===== config.mk =====
export PLATFORM = sky130hd
export DESIGN_NAME = key_debounce
export DESIGN_NICKNAME = d
export VERILOG_FILES = /design/src/rtl/key_debounce.sv
export SDC_FILE = /design/constraint.sdc
export NUM_CORES = 1
export LEC_CHECK = 0
export BUFFER_PORTS_ARGS = -buffer_cell sky130_fd_sc_hd__buf_4
export CAP_MARGIN = 20
export CORE_ASPECT_RATIO = 0.5
export CORE_MARGIN = 2
export CORE_UTILIZATION = 35
export CTS_CLUSTER_DIAMETER = 80
export DETAILED_ROUTE_END_ITERATION = 16
export PLACE_DENSITY = 0.56
export REMOVE_ABC_BUFFERS = 1
export SETUP_SLACK_MARGIN = 0.4
export SLEW_MARGIN = 20
export SYNTH_ARGS = -nofsm -noshare
export SYNTH_HDL_FRONTEND = slang
export SYNTH_SLANG_ARGS = --single-unit

===== constraint.sdc =====
create_clock -name clk -period 2.4 [get_ports clk]
set_input_delay 0.72 -clock clk [delete_from_list [all_inputs] [get_ports clk]]
set_output_delay 0.72 -clock clk [all_outputs]
set_load 0.02 [all_outputs]

===== src/rtl/key_debounce.sv =====
// Keypad debouncer: 2-flop synchronizer feeding a four-state press/release FSM
// with optional auto-repeat. All outputs come straight from flops.
module key_debounce #(
   parameter int unsigned DEBOUNCE_CYCLES = 500000,
   parameter int unsigned REPEAT_DELAY    = 0,
   parameter int unsigned REPEAT_RATE     = 5000000
) (
   input  logic       clk,
   input  logic       rst,
   input  logic [3:0] key_in,
   output logic [3:0] key_out,
   output logic       key_press,
   output logic       key_release,
   output logic       key_held
);

   localparam logic [3:0]  NO_KEY = 4'b1111;
   localparam int unsigned MAX_DR = (DEBOUNCE_CYCLES > REPEAT_DELAY) ? DEBOUNCE_CYCLES : REPEAT_DELAY;
   localparam int unsigned MAXP   = (MAX_DR > REPEAT_RATE) ? MAX_DR : REPEAT_RATE;
   localparam int unsigned CW     = (MAXP < 2) ? 1 : $clog2(MAXP);
   localparam bit          REPEAT_EN = (REPEAT_DELAY > 0);

   localparam logic [CW-1:0] DEB_LAST = CW'((DEBOUNCE_CYCLES == 0) ? 0 : DEBOUNCE_CYCLES - 1);
   localparam logic [CW-1:0] RD_LAST  = CW'((REPEAT_DELAY == 0) ? 0 : REPEAT_DELAY - 1);
   localparam logic [CW-1:0] RR_LAST  = CW'((REPEAT_RATE == 0) ? 0 : REPEAT_RATE - 1);

   typedef enum logic [1:0] {
      IDLE,
      PRESS_WAIT,
      HELD,
      RELEASE_WAIT
   } state_t;

   state_t          r_state;
   logic [3:0]      r_sync1;
   logic [3:0]      r_sync2;
   logic [3:0]      r_cand;
   logic [CW-1:0]   r_cnt;
   logic [CW-1:0]   r_rcnt;
   logic            r_rep_phase;

   logic [3:0]      w_sample;
   logic [CW-1:0]   w_cnt_inc;
   logic [CW-1:0]   w_rcnt_inc;
   logic [CW-1:0]   w_rep_last;

   assign w_sample   = r_sync2;
   assign w_cnt_inc  = (r_cnt  == '1) ? r_cnt  : r_cnt  + 1'b1;
   assign w_rcnt_inc = (r_rcnt == '1) ? r_rcnt : r_rcnt + 1'b1;
   // First repeat waits REPEAT_DELAY, later ones REPEAT_RATE.
   assign w_rep_last = r_rep_phase ? RR_LAST : RD_LAST;

   always_ff @(posedge clk) begin
      if (rst) begin
         r_state     <= IDLE;
         r_sync1     <= NO_KEY;
         r_sync2     <= NO_KEY;
         r_cand      <= NO_KEY;
         r_cnt       <= '0;
         r_rcnt      <= '0;
         r_rep_phase <= 1'b0;
         key_out     <= NO_KEY;
         key_press   <= 1'b0;
         key_release <= 1'b0;
         key_held    <= 1'b0;
      end else begin
         r_sync1     <= key_in;
         r_sync2     <= r_sync1;
         key_press   <= 1'b0;
         key_release <= 1'b0;

         case (r_state)
            IDLE: begin
               if (w_sample != NO_KEY) begin
                  r_cand  <= w_sample;
                  r_cnt   <= '0;
                  r_state <= PRESS_WAIT;
               end
            end

            PRESS_WAIT: begin
               if (w_sample != r_cand) begin
                  r_state <= IDLE;
               end else if (r_cnt == DEB_LAST) begin
                  r_state     <= HELD;
                  key_out     <= r_cand;
                  key_held    <= 1'b1;
                  key_press   <= 1'b1;
                  r_rcnt      <= '0;
                  r_rep_phase <= 1'b0;
               end else begin
                  r_cnt <= w_cnt_inc;
               end
            end

            HELD: begin
               // Any code other than the accepted one, idle or not, starts a release.
               if (w_sample != key_out) begin
                  r_cnt   <= '0;
                  r_state <= RELEASE_WAIT;
               end else if (REPEAT_EN) begin
                  if (r_rcnt == w_rep_last) begin
                     key_press   <= 1'b1;
                     r_rcnt      <= '0;
                     r_rep_phase <= 1'b1;
                  end else begin
                     r_rcnt <= w_rcnt_inc;
                  end
               end
            end

            RELEASE_WAIT: begin
               if (w_sample == key_out) begin
                  r_state <= HELD;
               end else if (r_cnt == DEB_LAST) begin
                  r_state     <= IDLE;
                  key_out     <= NO_KEY;
                  key_held    <= 1'b0;
                  key_release <= 1'b1;
               end else begin
                  r_cnt <= w_cnt_inc;
               end
            end

            default: r_state <= IDLE;
         endcase
      end
   end

endmodule


==> reports/qor.yml <==
final_cell_area_um2: 2980
crit_required_ps: 2610
vdd_ir_drop_max_mv: 0.250
critical_path.startpoint_type: "register"
timing.hold.worst_path_depth: 1
instances_no_fill: 394
place_worst_setup_slack_ps: 38.6
netlist.top_cell.by_area: "dfxtp_1"
timing_worst_setup_path_type: "reg2reg"
grt_start_max_net_pins: 25
end_kind: "register"
gp_congestion: 0.870
synth_enable_flop_cells: 0
synth.distinct_cells: 59
fp-row-count: 21
drt-vias-per-instance: 5.80
placement.io_buffers: 12
syn_area_per_cell_um2: 8.73
cts_max_path_buffers: 2
cell_count_after_synthesis: 276
grtUsageTotal_pct: 18.5
min_path_type: "reg2reg"
floorplan.initialDensity_pct: 36.1
status: "completed"
cts_sinks: 44
final_hold_viol_count: 0
power_density_nw_per_um2: 584
min_period_over_period_pct: 83.4
fin_hold_ws_ps: 408
fin_total_pwr_mw: 1.74
dpl-instance-area_um2: 2660
layout_setup_ws_ps: 399
post-route-min-period_ps: 2000
finalSetupViolations: 0
critical_path.max_fanout: 14
flow.area_growth_from_synthesis_pct: 23.8
post_synth_main_area_contributors: "dfxtp_1, nand4_1, nand2_1, a31oi_1, mux2i_1"
remaining_drc_errors: 0
drtIter0Drc: 169
r2r_cells: 6
final_clock_skew_ps: 8.15
worstMarginPinSlew_ps: 501
clkLatencyLatePin_ps: 290
synth.top_cell.area_share_pct: 36.6
cts_buffers: 5
die_height_um: 62.7
fp.dieArea_um2: 7600
boundaryPins: 13
core-area_um2: 6670
layout-drive-gt1-share_pct: 28.1
layout.core_utilization_pct: 44.7
slew_viol_final: 0
most_frequent_standard_cell_in_the_layout_excluding_fill_and_tap_cells: "dfxtp_1"
clock-root-buffer: "clkbuf_16"
yosys_warnings: 0
gr-total-overflow: 0
synth-main-ff-cell: "dfxtp_1"
relSlewSlack_pct: 66.5
fillers: 670
h-tree-depth: 2
antenna_found_initial: 0
synth.cell_area_um2: 2410
drt_pre_antenna_iters: 4
tritoncts: "yes"
detail_route.wirelength_um: 6470
clk_pin_slew_ps: 60
most-common-layout-cells: "dfxtp_1, buf_4, nand2_1, nand4_1, nor2_1"
antennaDiodeCount: 0
post_drt_wl_per_cell_um: 16.4
fp.dieW_um: 121
place.detailed.instances: 380
highest_clock_rate_ghz: 0.500
ys_ff_latch: 44
unrepaired_setup_endpoints_after_global_routing: "yes"
number_of_global_route_vias_before_repair: 2305
dp_hpwl_um: 4430
grt_first_pass_wirelength_um: 11300
ant_nets: 0
max_cap_viol_count: 0
cts_hold_buffers: 0
num-nets-final: 308
ys_seq_area_share_pct: 36.6
totalNegativeSetupSlack_ps: 0
dr_total_vias: 2287
postSynth.asyncResetShare_pct: 0
power.leakage_nw: 1.06
crit_arrival_ps: 2210
synth_stat cells, types with 2 or more instances:
| cell | n |
|---|---|
| nand2_1 | 22 |
| mux2i_1 | 8 |
| clkbuf_1 | 14 |
| dfxtp_1 | 44 |
| o211ai_2 | 2 |
| xor2_1 | 4 |
| a31oi_1 | 13 |
| nand4_1 | 16 |
| and2_1 | 3 |
| o211ai_1 | 2 |
| nor2_1 | 13 |
| nor4b_1 | 3 |
| o21a_1 | 2 |
| nor4_1 | 2 |
| and4_1 | 9 |
| or3_1 | 3 |
| nor3_1 | 4 |
| a21oi_1 | 12 |
| a41oi_1 | 3 |
| inv_1 | 10 |
| nor4_4 | 2 |
| buf_6 | 3 |
| o41ai_1 | 4 |
| a2111oi_0 | 2 |
| a31oi_2 | 2 |
| o21ai_1 | 9 |
| o21ai_0 | 4 |
| or2_2 | 8 |
| and3_1 | 9 |
| nand3_1 | 12 |
| xnor2_1 | 4 |
logic make-up after synthesis:
family	count (synthesis)	share of synthesized area [%]
xor gates and xnor gates	8	2.91
DFF	44	36.6
adders and majority gates	1	0.519
buffers and inverters	30	5.66
muxes	9	3.79
and+or+nand+nor	114	28.6
AOI/OAI and AO/OA	70	22.0
area by class of cell:
| cell class | instances | area [µm²] | share of cell area, % |
|---|---|---|---|
| sequential | 44 | 886 | 29.7 |
| multi-input combinational | 203 | 1490 | 50.0 |
| clock buffer | 5 | 125 | 4.19 |
| inverter | 12 | 45.0 | 1.51 |
| timing repair buffer | 35 | 279 | 9.35 |
| clock inverter | 3 | 42.5 | 1.43 |
| tap | 92 | 115 | 3.86 |
critical path, cell delays in order, from the launching register on:
cell,delay (ps)
dfxtp_2,350
or4_4,580
nor4_4,240
and4_4,340
o31ai_4,70
buf_12,170
a31oi_2,170
metal layers:
| layer | track usage (%) | up-vias | part of all wire (%) |
|---|---|---|---|
| met5 | 0 | - | 0 |
| met4 | 5.60 | 0 | 0.74 |
| met3 | 3.83 | 8 | 5.5 |
| met2 | 30.2 | 77 | 46 |
| met1 | 24.8 | 1105 | 48 |
| li1 | - | 1097 | - |
sequential cells by signal (all words and copies together) (netlist names):
| name | cells |
|---|---|
| key_press | 1 |
| key_held | 1 |
| r_sync2 | 4 |
| key_out | 4 |
| key_release | 1 |
| r_sync1 | 4 |
| r_cnt | 23 |
| r_state | 2 |
| r_cand | 4 |
report_power, final:
part	total (mW)	internal [mW]	switching, mW
combinational	0.208	0.0839	0.124
clock	0.777	0.489	0.288
sequential	0.759	0.743	0.0157
worst paths after layout:
path	slack, ps	start	endpoint
worst max-delay path	400	r_cnt[22]	r_cnt[3]
worst min-delay path	410	r_sync1[0]	r_sync2[0]
worst max register to register	400	r_cnt[22]	r_cnt[3]
worst min register to register	410	r_sync1[0]	r_sync2[0]
what timing repair did:
| action | CTS | global route |
|---|---|---|
| buffers inserted | 5 | 0 |
| gates cloned | 1 | 0 |
| resized for setup | 11 | 12 |
| pin swaps | 5 | 1 |
| setup endpoints to repair | 28 | 22 |
No activity file was read; power rests on OpenSTA's default activity.
